===== src/rtl/instr_fetch_pkg.sv =====
// rtl/instr_fetch_pkg.sv - fetch stage state encodings and instruction field positions
//
// Contents:
//   fetch_state_t   : FS_IDLE, FS_REQ, FS_HOLD, FS_DISCARD (2-bit state register)
//   INSTR_W         : instruction word width
//   INSTR_*_HI/LO   : bit positions of the op / ra / rb fields in an instruction word
package instr_fetch_pkg;

    typedef enum logic [1:0] {
        FS_IDLE    = 2'd0,
        FS_REQ     = 2'd1,
        FS_HOLD    = 2'd2,
        FS_DISCARD = 2'd3
    } fetch_state_t;

    localparam int INSTR_W     = 8;
    localparam int INSTR_OP_HI = 7;
    localparam int INSTR_OP_LO = 4;
    localparam int INSTR_RA_HI = 3;
    localparam int INSTR_RA_LO = 2;
    localparam int INSTR_RB_HI = 1;
    localparam int INSTR_RB_LO = 0;

endpackage


===== src/rtl/instr_fetch.sv =====
// rtl/instr_fetch.sv - fetch stage: PC, instruction register, imem req/ack and decode handshake
//
// Parameters:
//   OP        opcode width presented on id_op
//   ADDR_W    instruction address width
//   RESET_PC  PC loaded on reset
// Ports:
//   clk, rst_n                       clock, synchronous active-low reset
//   imem_req, imem_addr (out)        fetch request, held until imem_ack
//   imem_ack, imem_rdata (in)        fetch completion and instruction word
//   redirect_valid, redirect_addr    branch/jump target load, highest priority
//   id_valid (out), id_ready (in)    decode handshake
//   id_op, id_ra, id_rb, id_pc (out) registered instruction fields and fetch address
module instr_fetch
    import instr_fetch_pkg::*;
#(
    parameter int OP           = 4,
    parameter int ADDR_W       = 8,
    parameter int unsigned RESET_PC = 0
) (
    input  logic               clk,
    input  logic               rst_n,
    output logic               imem_req,
    output logic [ADDR_W-1:0]  imem_addr,
    input  logic               imem_ack,
    input  logic [INSTR_W-1:0] imem_rdata,
    input  logic               redirect_valid,
    input  logic [ADDR_W-1:0]  redirect_addr,
    output logic               id_valid,
    input  logic               id_ready,
    output logic [OP-1:0]      id_op,
    output logic [1:0]         id_ra,
    output logic [1:0]         id_rb,
    output logic [ADDR_W-1:0]  id_pc
);

    localparam logic [ADDR_W-1:0] RESET_PC_A = ADDR_W'(RESET_PC);

    fetch_state_t       state;
    logic [ADDR_W-1:0]  pc;
    // Address of the request that could not be withdrawn after a redirect;
    // pc already points at the redirect target while this is still on the bus.
    logic [ADDR_W-1:0]  disc_addr;
    logic [INSTR_W-1:0] ir;

    always_ff @(posedge clk) begin
        if (!rst_n) begin
            state     <= FS_IDLE;
            pc        <= RESET_PC_A;
            disc_addr <= RESET_PC_A;
            ir        <= '0;
            id_pc     <= '0;
        end else begin
            case (state)
                FS_IDLE: begin
                    if (redirect_valid) begin
                        pc <= redirect_addr;
                    end
                    state <= FS_REQ;
                end
                FS_REQ: begin
                    if (redirect_valid) begin
                        pc <= redirect_addr;
                        if (imem_ack) begin
                            state <= FS_REQ;
                        end else begin
                            disc_addr <= pc;
                            state     <= FS_DISCARD;
                        end
                    end else if (imem_ack) begin
                        ir    <= imem_rdata;
                        id_pc <= pc;
                        pc    <= pc + ADDR_W'(1);
                        state <= FS_HOLD;
                    end
                end
                FS_HOLD: begin
                    // A redirect with id_ready=1 still completes the transfer;
                    // either way the held instruction is released.
                    if (redirect_valid) begin
                        pc    <= redirect_addr;
                        state <= FS_REQ;
                    end else if (id_ready) begin
                        state <= FS_REQ;
                    end
                end
                FS_DISCARD: begin
                    if (redirect_valid) begin
                        pc <= redirect_addr;
                    end else if (imem_ack) begin
                        state <= FS_REQ;
                    end
                end
                default: state <= FS_IDLE;
            endcase
        end
    end

    assign imem_req  = (state == FS_REQ) || (state == FS_DISCARD);
    assign imem_addr = (state == FS_DISCARD) ? disc_addr : pc;
    assign id_valid  = (state == FS_HOLD);
    assign id_op     = OP'(ir[INSTR_OP_HI:INSTR_OP_LO]);
    assign id_ra     = ir[INSTR_RA_HI:INSTR_RA_LO];
    assign id_rb     = ir[INSTR_RB_HI:INSTR_RB_LO];

endmodule

===== config.mk =====
export PLATFORM = sky130hd
export DESIGN_NAME = instr_fetch
export DESIGN_NICKNAME = d
export VERILOG_FILES = /design/src/rtl/instr_fetch_pkg.sv /design/src/rtl/instr_fetch.sv
export SDC_FILE = /design/constraint.sdc
export NUM_CORES = 1
export LEC_CHECK = 0
export CAP_MARGIN = 20
export CORE_ASPECT_RATIO = 0.9
export CORE_UTILIZATION = 49
export CTS_CLUSTER_DIAMETER = 200
export DETAILED_ROUTE_END_ITERATION = 10
export PLACE_DENSITY = 0.87
export SLEW_MARGIN = 20
export SYNTH_ARGS = -nofsm -noshare
export SYNTH_HDL_FRONTEND = slang
export SYNTH_SLANG_ARGS = --single-unit

===== constraint.sdc =====
create_clock -name clk -period 4.3 [get_ports clk]
set_clock_uncertainty 0.15 [all_clocks]
set_input_delay 0.86 -clock clk [delete_from_list [all_inputs] [get_ports clk]]
set_output_delay 0.86 -clock clk [all_outputs]
set_load 0.03 [all_outputs]

==> impl_metrics.py <==
metrics = {
    "status": {
        "outcome": "finished, final reports clean",
    },
    "synthesis": {
        "synth-adder-area-share_pct": 0.815,
        "synth-async-reset-ratio_pct": 0,
        "synth_most_common_cell": "nand2_1",
        "netlist_area_um2": 1540,
        "synthSimpleGateAreaFrac_pct": 21.6,
        "ys_top_cells_by_area": "dfxtp_1 (44%), nand2_1 (8.8%), mux2i_1 (5.9%), mux2_2 (5.9%), a21boi_1 (4.9%)",
        "synth-xor-area-share_pct": 3.99,
        "ys_seq_area_share_pct": 44.3,
        "yosysTopAreaCell": "dfxtp_1",
        "postSynthAreaPerCell_um2": 9.25,
        "syn_nets": 188,
        "yosysUniqueCellTypes": 31,
        "synth_compound_area_share_pct": 14.0,
        "synth_mux_area_share_pct": 11.7,
        "netlist.area_leader.share_pct": 44.3,
        "yosysWarningCount": 0,
        "syn_inst": 166,
        "synth_seq_cells": 34,
        "synthFlopType": "dfxtp_1",
        "yosys-top-cells-count": "nand2_1 (36), dfxtp_1 (34), a21boi_1 (10)",
        "synth_edf_count": 0,
        "synth_top_family_by_area": "simple AND/OR/NAND/NOR gates",
    },
    "setup_path": {
        "crit_path_end_kind": "output pin",
        "r2r_slack_ps": 2620,
        "reg2regPathDepth": 4,
        "crit_start": "state[0]",
        "start_kind": "flop",
        "critPathCapture": "imem_addr[4]",
        "critPathMaxFanout": 8,
        "arrival_ps": 2120,
        "r2r_end": "ir[4]",
        "cp.required_ps": 3290,
        "rr_startpoint": "state[1]",
        "worstSetupPathType": "flop to output pin",
    },
    "power": {
        "irDropWorstVdd_uv": 169,
        "cellPowerDensity_nw_per_um2": 312,
        "p_leak_nw": 0.728,
        "total_power_w": 0.000644,
    },
    "clock_network": {
        "path_clk_slew_ps": 110,
        "clk_latency_ps": 340,
        "cts_buffers": 5,
        "cts_tree": "yes",
        "cts_setup_buffers": 0,
        "clockRootBuffer": "clkbuf_4",
        "clock-sinks": 34,
        "cts_resized": 0,
        "hold_buffers": 0,
        "clk_path_buf_depth": 2,
        "cts_max_level": 2,
    },
    "layout": {
        "antenna_cells": 0,
        "drive_gt1_share_pct": 9.48,
        "area_delta_synth_final_pct": 34.1,
        "nNetsFinal": 232,
    },
    "routing": {
        "drtPass1Iterations": 4,
        "drtAntennaViolNets": 0,
        "num_vias": 1342,
        "vias_per_cell": 5.35,
        "drt_wl_total_um": 3500,
        "drcViolationCount": 0,
        "initialDrtViolationCount": 37,
        "wl_per_cell_um": 13.9,
    },
    "sta": {
        "worst_pin_slew_ps": 948,
        "rsz0062_at_grt": "false",
        "finalCriticalPeriod_ps": 3130,
        "hold_viol": 0,
        "max_freq_mhz": 320,
        "setup_viol": 0,
        "min_period_over_period_pct": 72.7,
        "tns_ps": 0,
        "drv_slew": 0,
        "slew_headroom_pct": 36.6,
    },
    "placement": {
        "dpl.hpwl_um": 2560,
        "gp_congestion": 0.807,
        "port-buffer-count": 46,
    },
    "floorplanning": {
        "die_x_um": 61,
        "ios": 47,
        "die_area_um2": 3360,
        "core_area_um2": 2860,
        "start_util_pct": 53.7,
        "die_h_um": 55.1,
        "num_rows": 18,
    },
    "global_routing": {
        "grt-ovfl-total": 0,
        "grt_pass1_vias": 1163,
        "grt_pass1_wl_um": 5220,
        "antenna_found_initial": 0,
        "gr-usage-all-layers_pct": 22.2,
        "grt_max_degree": 36,
    },
    "run": {
        "maxCapViolations": 0,
    },
    "min_path": {
        "hold_path.class": "flop to flop",
    },
}
[worst min path at each step]
stage               startpoint        to  slack (ps)  cells after the start
finish                id_pc[1]  id_pc[1]         310                      2
detailed placement    id_pc[1]  id_pc[1]         300                      2
CTS                   id_pc[1]  id_pc[1]         320                      2
floorplan                pc[7]  id_pc[7]         310                      2
global route          id_pc[1]  id_pc[1]         340                      2
global placement      id_pc[0]  id_pc[0]         290                      2
[critical path, cell delays in order, from the launching register on]
cell and delay (ps):
dfxtp_1 510, nand2_1 300, mux2_2 310, clkdlybuf4s50_1 660
[layout make-up]
class | count | area [µm²]
well taps | 40 | 50.0
clock buffers | 6 | 51.3
repair buffers | 46 | 460
flip-flops and latches | 34 | 681
multi-input cells | 122 | 801
fillers | 241 | 801
inverters | 1 | 3.75
clock inverters | 2 | 12.5
[state kept, by name, summed over array words and instances (netlist names)]
signal	cells
pc	8
ir	8
disc_addr	8
state	2
id_pc	8
[per-layer routing]
| metal | track usage [%] | vias to the layer above | part of all wire [%] |
|---|---|---|---|
| met3 | 7.67 | 6 | 4.9 |
| li1 | - | 652 | - |
| met1 | 25.0 | 647 | 44 |
| met5 | 0 | - | 0 |
| met4 | 6.06 | 0 | 1.1 |
| met2 | 39.9 | 37 | 50 |
[cell usage in the layout, fill, tap and decap left out, types with 2 or more instances in the layout]
cell type        Yosys  routed
a21boi_0             6       6
a21boi_1            10      10
a21oi_1              8       8
clkbuf_4             0       5
clkdlybuf4s50_1      0      46
dfxtp_1             34      34
mux2_2               8       8
mux2i_1              9       9
nand2_1             36      36
nand2b_1             2       2
nand3_1              2       2
nand4_1              2       2
nor2_4               2       2
nor2b_1              9       9
nor3b_1              2       2
o21ai_0              9       9
xor2_1               6       6
[where the power goes]
group,internal (W),leakage [nW],switching (W)
sequential,0.000327,0.277,0.0000156
combinational,0.0000570,0.416,0.0000565
clock,0.0000785,0.0343,0.000109
[cells by family (layout without fill, tap and decap cells)]
logic type / after synthesis / in the layout
compound gates: 34 / 34
xor+xnor: 7 / 7
fa+ha+maj: 1 / 1
buf+inv: 10 / 55
flops: 34 / 34
mux: 17 / 17
simple gates: 63 / 63
[through the flow]
stage | util [%] | worst slack, ps | std cells | hold slack, ps | area, µm²
after floorplan | - | 2210 | 166 | 314 | 1540
after global placement | 69.8 | 1600 | 243 | 289 | 2000
after detailed placement | 69.8 | 1520 | 243 | 303 | 2000
after CTS | 72.0 | 1150 | 251 | 318 | 2060
after global routing | 72.0 | 1050 | 251 | 336 | 2060
final | 72.0 | 1170 | 251 | 314 | 2060
Power figures use the tool's default switching activity.
